`config.mk`:
```
export PLATFORM = sky130hd
export DESIGN_NAME = systolic_feeder
export DESIGN_NICKNAME = d
export VERILOG_FILES = /design/src/rtl/systolic_feeder.sv
export SDC_FILE = /design/constraint.sdc
export NUM_CORES = 2
export LEC_CHECK = 0
export CAP_MARGIN = 20
export CORE_MARGIN = 2
export CORE_UTILIZATION = 45
export CTS_CLUSTER_DIAMETER = 100
export DETAILED_ROUTE_END_ITERATION = 7
export GPL_TIMING_DRIVEN = 0
export PLACE_DENSITY_LB_ADDON = 0.15
export SYNTH_ARGS = -nofsm -noshare
export SYNTH_HDL_FRONTEND = slang
export SYNTH_SLANG_ARGS = --single-unit
```
`constraint.sdc`:
```
create_clock -name clk -period 205.6 [get_ports clk]
set_input_delay 30.84 -clock clk [delete_from_list [all_inputs] [get_ports clk]]
set_output_delay 30.84 -clock clk [all_outputs]
set_load 0.02 [all_outputs]
```
`src/rtl/systolic_feeder.sv`:
```
// Operand feeder for the systolic MXU: per-channel north/west buffers streamed with diagonal skew.
// Optional macro FEEDER_STALL_EN adds a stall input that freezes RUN/DRAIN progress.
module systolic_feeder #(
  parameter int NUM_SIZE     = 16,
  parameter int GRID_SIZE    = 2,
  parameter int BUFFER_LEN   = 32,
  parameter int ADDRESS_LEN  = 5,
  parameter int DRAIN_CYCLES = 3,
  localparam int CHAN_W      = (GRID_SIZE > 1) ? $clog2(GRID_SIZE) : 1
) (
  input  logic                          clk,
  input  logic                          rst,
  input  logic                          wr_en,
  input  logic                          wr_sel,
  input  logic [CHAN_W-1:0]             wr_chan,
  input  logic [ADDRESS_LEN-1:0]        wr_addr,
  input  logic [NUM_SIZE-1:0]           wr_data,
  input  logic [ADDRESS_LEN:0]          len,
  input  logic                          start,
`ifdef FEEDER_STALL_EN
  input  logic                          stall,
`endif
  output logic [NUM_SIZE*GRID_SIZE-1:0] north_input,
  output logic [NUM_SIZE*GRID_SIZE-1:0] west_input,
  output logic                          ce,
  output logic                          busy,
  output logic                          done
);

  localparam int LEN_W      = ADDRESS_LEN + 1;
  localparam int STEP_W     = $clog2(BUFFER_LEN + GRID_SIZE) + 1;
  localparam int DRAIN_W    = (DRAIN_CYCLES > 1) ? $clog2(DRAIN_CYCLES) : 1;
  localparam int DRAIN_LAST = (DRAIN_CYCLES > 0) ? DRAIN_CYCLES - 1 : 0;

  typedef enum logic [1:0] {IDLE, RUN, DRAIN, DONE} state_t;

  state_t                        state_reg, state_next;
  logic [STEP_W-1:0]             step_reg, step_next;
  logic [DRAIN_W-1:0]            drain_reg, drain_next;
  logic [LEN_W-1:0]              len_reg, len_next;
  logic [LEN_W-1:0]              len_clamped;
  logic [STEP_W-1:0]             last_step;
  logic                          hold;
  logic                          stall_in;
  logic                          wr_ok;
  logic [NUM_SIZE*GRID_SIZE-1:0] north_rd, west_rd;
  logic [NUM_SIZE*GRID_SIZE-1:0] north_reg, west_reg;
  logic                          ce_reg, busy_reg, done_reg;

`ifdef FEEDER_STALL_EN
  assign stall_in = stall;
`else
  assign stall_in = 1'b0;
`endif

  assign wr_ok       = (state_reg == IDLE) && wr_en;
  assign len_clamped = (len > LEN_W'(BUFFER_LEN)) ? LEN_W'(BUFFER_LEN) : len;
  assign last_step   = STEP_W'(len_reg) + STEP_W'(GRID_SIZE - 2);

  always_comb begin
    state_next = state_reg;
    step_next  = step_reg;
    drain_next = drain_reg;
    len_next   = len_reg;
    hold       = 1'b0;
    case (state_reg)
      IDLE: begin
        if (start) begin
          len_next = len_clamped;
          if (len_clamped == '0) begin
            state_next = DONE;
          end else begin
            state_next = RUN;
            step_next  = '0;
          end
        end
      end
      RUN: begin
        if (stall_in) begin
          hold = 1'b1;
        end else if (step_reg == last_step) begin
          drain_next = '0;
          state_next = (DRAIN_CYCLES == 0) ? DONE : DRAIN;
        end else begin
          step_next = step_reg + 1'b1;
        end
      end
      DRAIN: begin
        if (stall_in) begin
          hold = 1'b1;
        end else if (drain_reg == DRAIN_W'(DRAIN_LAST)) begin
          state_next = DONE;
        end else begin
          drain_next = drain_reg + 1'b1;
        end
      end
      default: state_next = IDLE;
    endcase
  end

  // Outputs are registered from the next step, so a registered step t is on the buses in the same cycle.
  for (genvar gi = 0; gi < GRID_SIZE; gi++) begin : g_chan
    logic [NUM_SIZE-1:0]    north_mem [BUFFER_LEN];
    logic [NUM_SIZE-1:0]    west_mem  [BUFFER_LEN];
    logic                   wr_hit_n, wr_hit_w;
    logic [STEP_W:0]        rel_ext;
    logic                   in_window;
    logic [ADDRESS_LEN-1:0] rd_addr;
    logic [NUM_SIZE-1:0]    north_val, west_val;

    assign wr_hit_n = wr_ok && !wr_sel && (wr_chan == CHAN_W'(gi));
    assign wr_hit_w = wr_ok &&  wr_sel && (wr_chan == CHAN_W'(gi));

    always_ff @(posedge clk or posedge rst) begin
      if (rst) begin
        for (int k = 0; k < BUFFER_LEN; k++) begin
          north_mem[k] <= '0;
          west_mem[k]  <= '0;
        end
      end else begin
        if (wr_hit_n) north_mem[wr_addr] <= wr_data;
        if (wr_hit_w) west_mem[wr_addr]  <= wr_data;
      end
    end

    // Sign bit of the widened difference flags t < i; the low bits wrap safely into the buffer.
    assign rel_ext   = {1'b0, step_next} - (STEP_W + 1)'(gi);
    assign in_window = !rel_ext[STEP_W] && (rel_ext[STEP_W-1:0] < STEP_W'(len_next));
    assign rd_addr   = rel_ext[ADDRESS_LEN-1:0];

    // A write landing on the same edge as start must be visible in step 0.
    always_comb begin
      north_val = '0;
      west_val  = '0;
      if (in_window) begin
        north_val = (wr_hit_n && wr_addr == rd_addr) ? wr_data : north_mem[rd_addr];
        west_val  = (wr_hit_w && wr_addr == rd_addr) ? wr_data : west_mem[rd_addr];
      end
    end

    assign north_rd[gi*NUM_SIZE +: NUM_SIZE] = north_val;
    assign west_rd[gi*NUM_SIZE +: NUM_SIZE]  = west_val;
  end

  always_ff @(posedge clk or posedge rst) begin
    if (rst) begin
      state_reg <= IDLE;
      step_reg  <= '0;
      drain_reg <= '0;
      len_reg   <= '0;
      north_reg <= '0;
      west_reg  <= '0;
      ce_reg    <= 1'b0;
      busy_reg  <= 1'b0;
      done_reg  <= 1'b0;
    end else begin
      state_reg <= state_next;
      step_reg  <= step_next;
      drain_reg <= drain_next;
      len_reg   <= len_next;
      ce_reg    <= ((state_next == RUN) || (state_next == DRAIN)) && !hold;
      busy_reg  <= (state_next == RUN) || (state_next == DRAIN);
      done_reg  <= (state_next == DONE);
      if (!hold) begin
        north_reg <= (state_next == RUN) ? north_rd : '0;
        west_reg  <= (state_next == RUN) ? west_rd  : '0;
      end
    end
  end

  assign north_input = north_reg;
  assign west_input  = west_reg;
  assign ce          = ce_reg;
  assign busy        = busy_reg;
  assign done        = done_reg;

endmodule

```
==> impl_results.md <==
* # resized after CTS at 0
* CP required at 206290 ps
* Largest regs: g_chan.north_mem: 1024 flops, g_chan.west_mem: 1024 flops
* Post-route antenna net violation count at 0
* Max-slew headroom at 12.29%
* Crit-path cells: clkdlybuf4s50_1, mux2_2, o41ai_4, nand2_1, nand3_2, inv_2, buf_4, buf_2, buf_2, clkbuf_1, ha_1, clkbuf_1, inv_1, clkbuf_1, clkbuf_1, clkbuf_1, ha_1, a21boi_1, o21ai_0, a21oi_1, o21ai_1, nand4b_1, buf_2, nor3_1
* IO buf count at 80
* Most used cell, CP: clkbuf_1
* Clk sinks at 2131
* Core Rows at 171
* DRT iter0 DRCs at 7538
* Vias in the first global route at 66599
* Worst-path clk slew at 60 ps
* Max-cap viol count at 0
* DPL Wire Length at 267000 um
* Post-synthesis instance area at 98510 um^2
* RSZ-0062 raised after global routing: no
* PwrDens at 15.59 nW/um^2
* Sw Pwr at 0.0007979 W
* 1st-pass router iterations at 7
* Syn Inst Count at 7283
* Main combinational cell family by area after synthesis: multiplexers
* Top cell type by total area after synthesis: dfrtp_1
* Sequential power share at 27.6%
* Sw Share at 45.84%
* Seq/Total Area, Yosys at 54.13%
* CP max stage cell: clkbuf_1
* TritonCTS clock tree: done
* CTS Hold Bufs at 0
* Leak at 54.41 nW
* Non-filler cells, final at 10750
* Longest Clk Path Bufs at 3
* Min Tclk post-route at 40110 ps
* WHS at 500.3 ps
* Die ar. at 222700 um^2
* DR vias at 67061
* FMAX at 24.93 MHz
* H-tree levels at 4
* Syn nets at 7335
* EDFF count, synth at 0
* Post-Synth XOR/XNOR Area at 0.1791%
* Root buffer cell: clkbuf_16
* Final slew viol count at 0
* Post-CTS setup buffers at 0
* Clock share of power at 23.6%
* WL final at 368800 um
* Worst Path Max Fanout at 10
* FF+latch count, synth at 2131
* Worst skew pair latency at 900 ps
* Overflow after GRT at 0
* Fin. Hold Viols at 0
* Peak VDD IR at 0.00001709 V
* Most frequent cells in the layout: 2131 x dfrtp_1, 2049 x mux2_2, 605 x nand2_1, 575 x mux2i_1, 566 x clkbuf_1
* Startpoint Class: input port
* Setup TNS at 0 ps
* Die width at 471.9 um
* First-pass GRT wire length at 514600 um
* CP max stage delay at 940 ps
* Commonest non-fill, non-tap cell in the layout: dfrtp_1
* CTS Buf Count at 225
* Post-Synth Adder-Cell Area at 0.2413%
* Comb power frac at 48.8%
* Simple-gate share of the synthesized area at 4.381%
* Setup CP Type: input port to register
* Vias per cell at 6.238
* Slew @ Worst Pin at 1316 ps
* Crit. End Element: register
* Avg WL per Cell at 34.30 um
* Die Y at 471.9 um
* Run status: finished, final reports clean
* Main flop type after synthesis: dfrtp_1
* Synth top area share at 54.13%
* Syn Area/Cell at 13.53 um^2
* Post-Place Cells at 10283
* Mux contribution to synthesized area at 33.66%
* Share of synthesized flip-flops with an asynchronous set or reset at 100.0%
* Starting Density at 45.32%
* Layout cells sized above 1 at 36.37%
* IO Count at 100
* Overall Global Routing Usage at 32.79%
* DP Worst Slack at 165110 ps
* Nets@finish at 7711
* Area contributors post-synth: dfrtp_1 54%, mux2_2 23%, mux2i_1 5.8%, mux4_2 4.4%, nand2_1 2.3%
* Largest net degree at the start of global routing at 134
* DRC Markers at 0
* Layout area overhead at 13.32%
* Unique masters post-synth at 69
* Internal power at 0.0009426 W
* Complex-gate fraction of the synthesized area at 4.593%
* Total number of yosys warnings at 0
* Crit share post-route at 19.51%
* Final setup margin at 165490 ps
* Initial antenna violation count at 41
* # setup viols final at 0
* Arrival @ worst endpoint at 40800 ps
* Fin area at 111600 um^2
* Routability cong. at 0.9956
* Final Skew at 31.90 ps
* Placeable Area at 217400 um^2
* Hold WC Path Type: register to register
* Cell Area, Placed at 104100 um^2
## layout make-up
class / count / area [um^2]
sequential: 2131 / 53330
tap: 2854 / 3571
buffer: 663 / 2710
antenna: 51 / 127.6
clock inverter: 70 / 716.9
timing repair buffer: 149 / 2048
clock buffer: 343 / 6619
fill: 18634 / 105800
inverter: 24 / 97.59
multi-input combinational: 4465 / 42410
## worst paths after layout
kind                       slack, ps                                  from  cells after the start                                   end
hold reg to reg                  500  g_chan[1].north_mem[223]$_DFFE_PP0P_                      1  g_chan[1].north_mem[223]$_DFFE_PP0P_
setup reg to reg              194670                state_reg[1]$_DFF_PP0_                     26              west_input[16]$_DFF_PP0_
setup / recovery              165490                                 start                     24              west_input[16]$_DFF_PP0_
max in group asynchronous     171020                                   rst                      8  g_chan[1].north_mem[310]$_DFFE_PP0P_
hold / removal                   500  g_chan[1].north_mem[223]$_DFFE_PP0P_                      1  g_chan[1].north_mem[223]$_DFFE_PP0P_
min in group asynchronous      30520                                   rst                      2   g_chan[0].west_mem[177]$_DFFE_PP0P_
## metal layers
metal,global-route usage (%),wire length [um]
met1,46.41,158600
met2,46.57,155600
met3,8.657,34250
met4,15.97,19910
met5,0.5408,412
## per-stage QoR
stage	util [%]	power (W)
floorplan	-	0.0009217
global placement	47.33	0.001287
detailed placement	47.90	0.001305
CTS	51.27	0.001715
global route	51.33	0.001777
finish	51.35	0.001741
## Yosys cell counts (all sizes together) (76+ instances only)
cell type	instances
nand2	605
mux4	192
dfrtp	2131
a22oi	98
mux2i	575
buf	147
o221ai	130
clkbuf	516
mux2	2049
nor2	127
nor3	76
a21oi	201
nand3	77
## power by group through the flow
stage	Combinational (W)	Sequential, W	Clock [W]
final	0.000850	0.000480	0.000410
after global routing	0.000862	0.000484	0.000432
after CTS	0.000821	0.000479	0.000414
after detailed placement	0.000819	0.000487	0
after global placement	0.000797	0.000490	0
after floorplan	0.000433	0.000489	0
## critical path: cells and delay by family
kind | cells | cell delay, ps
multiplexers | 1 | 210
adder cells (fa/ha/maj) | 2 | 760
AND/OR/NAND/NOR | 4 | 1880
AO/OA/AOI/OAI | 5 | 670
buffers and inverters | 12 | 6380
## cells by family after synthesis
kind of cell	count (synthesis)
flip-flops	2131
XOR/XNOR	18
AND/OR/NAND/NOR	968
AO/OA/AOI/OAI	644
adder cells (fa/ha/maj)	19
buffers and inverters	687
multiplexers	2816
No activity file was read; power rests on OpenSTA's default activity.
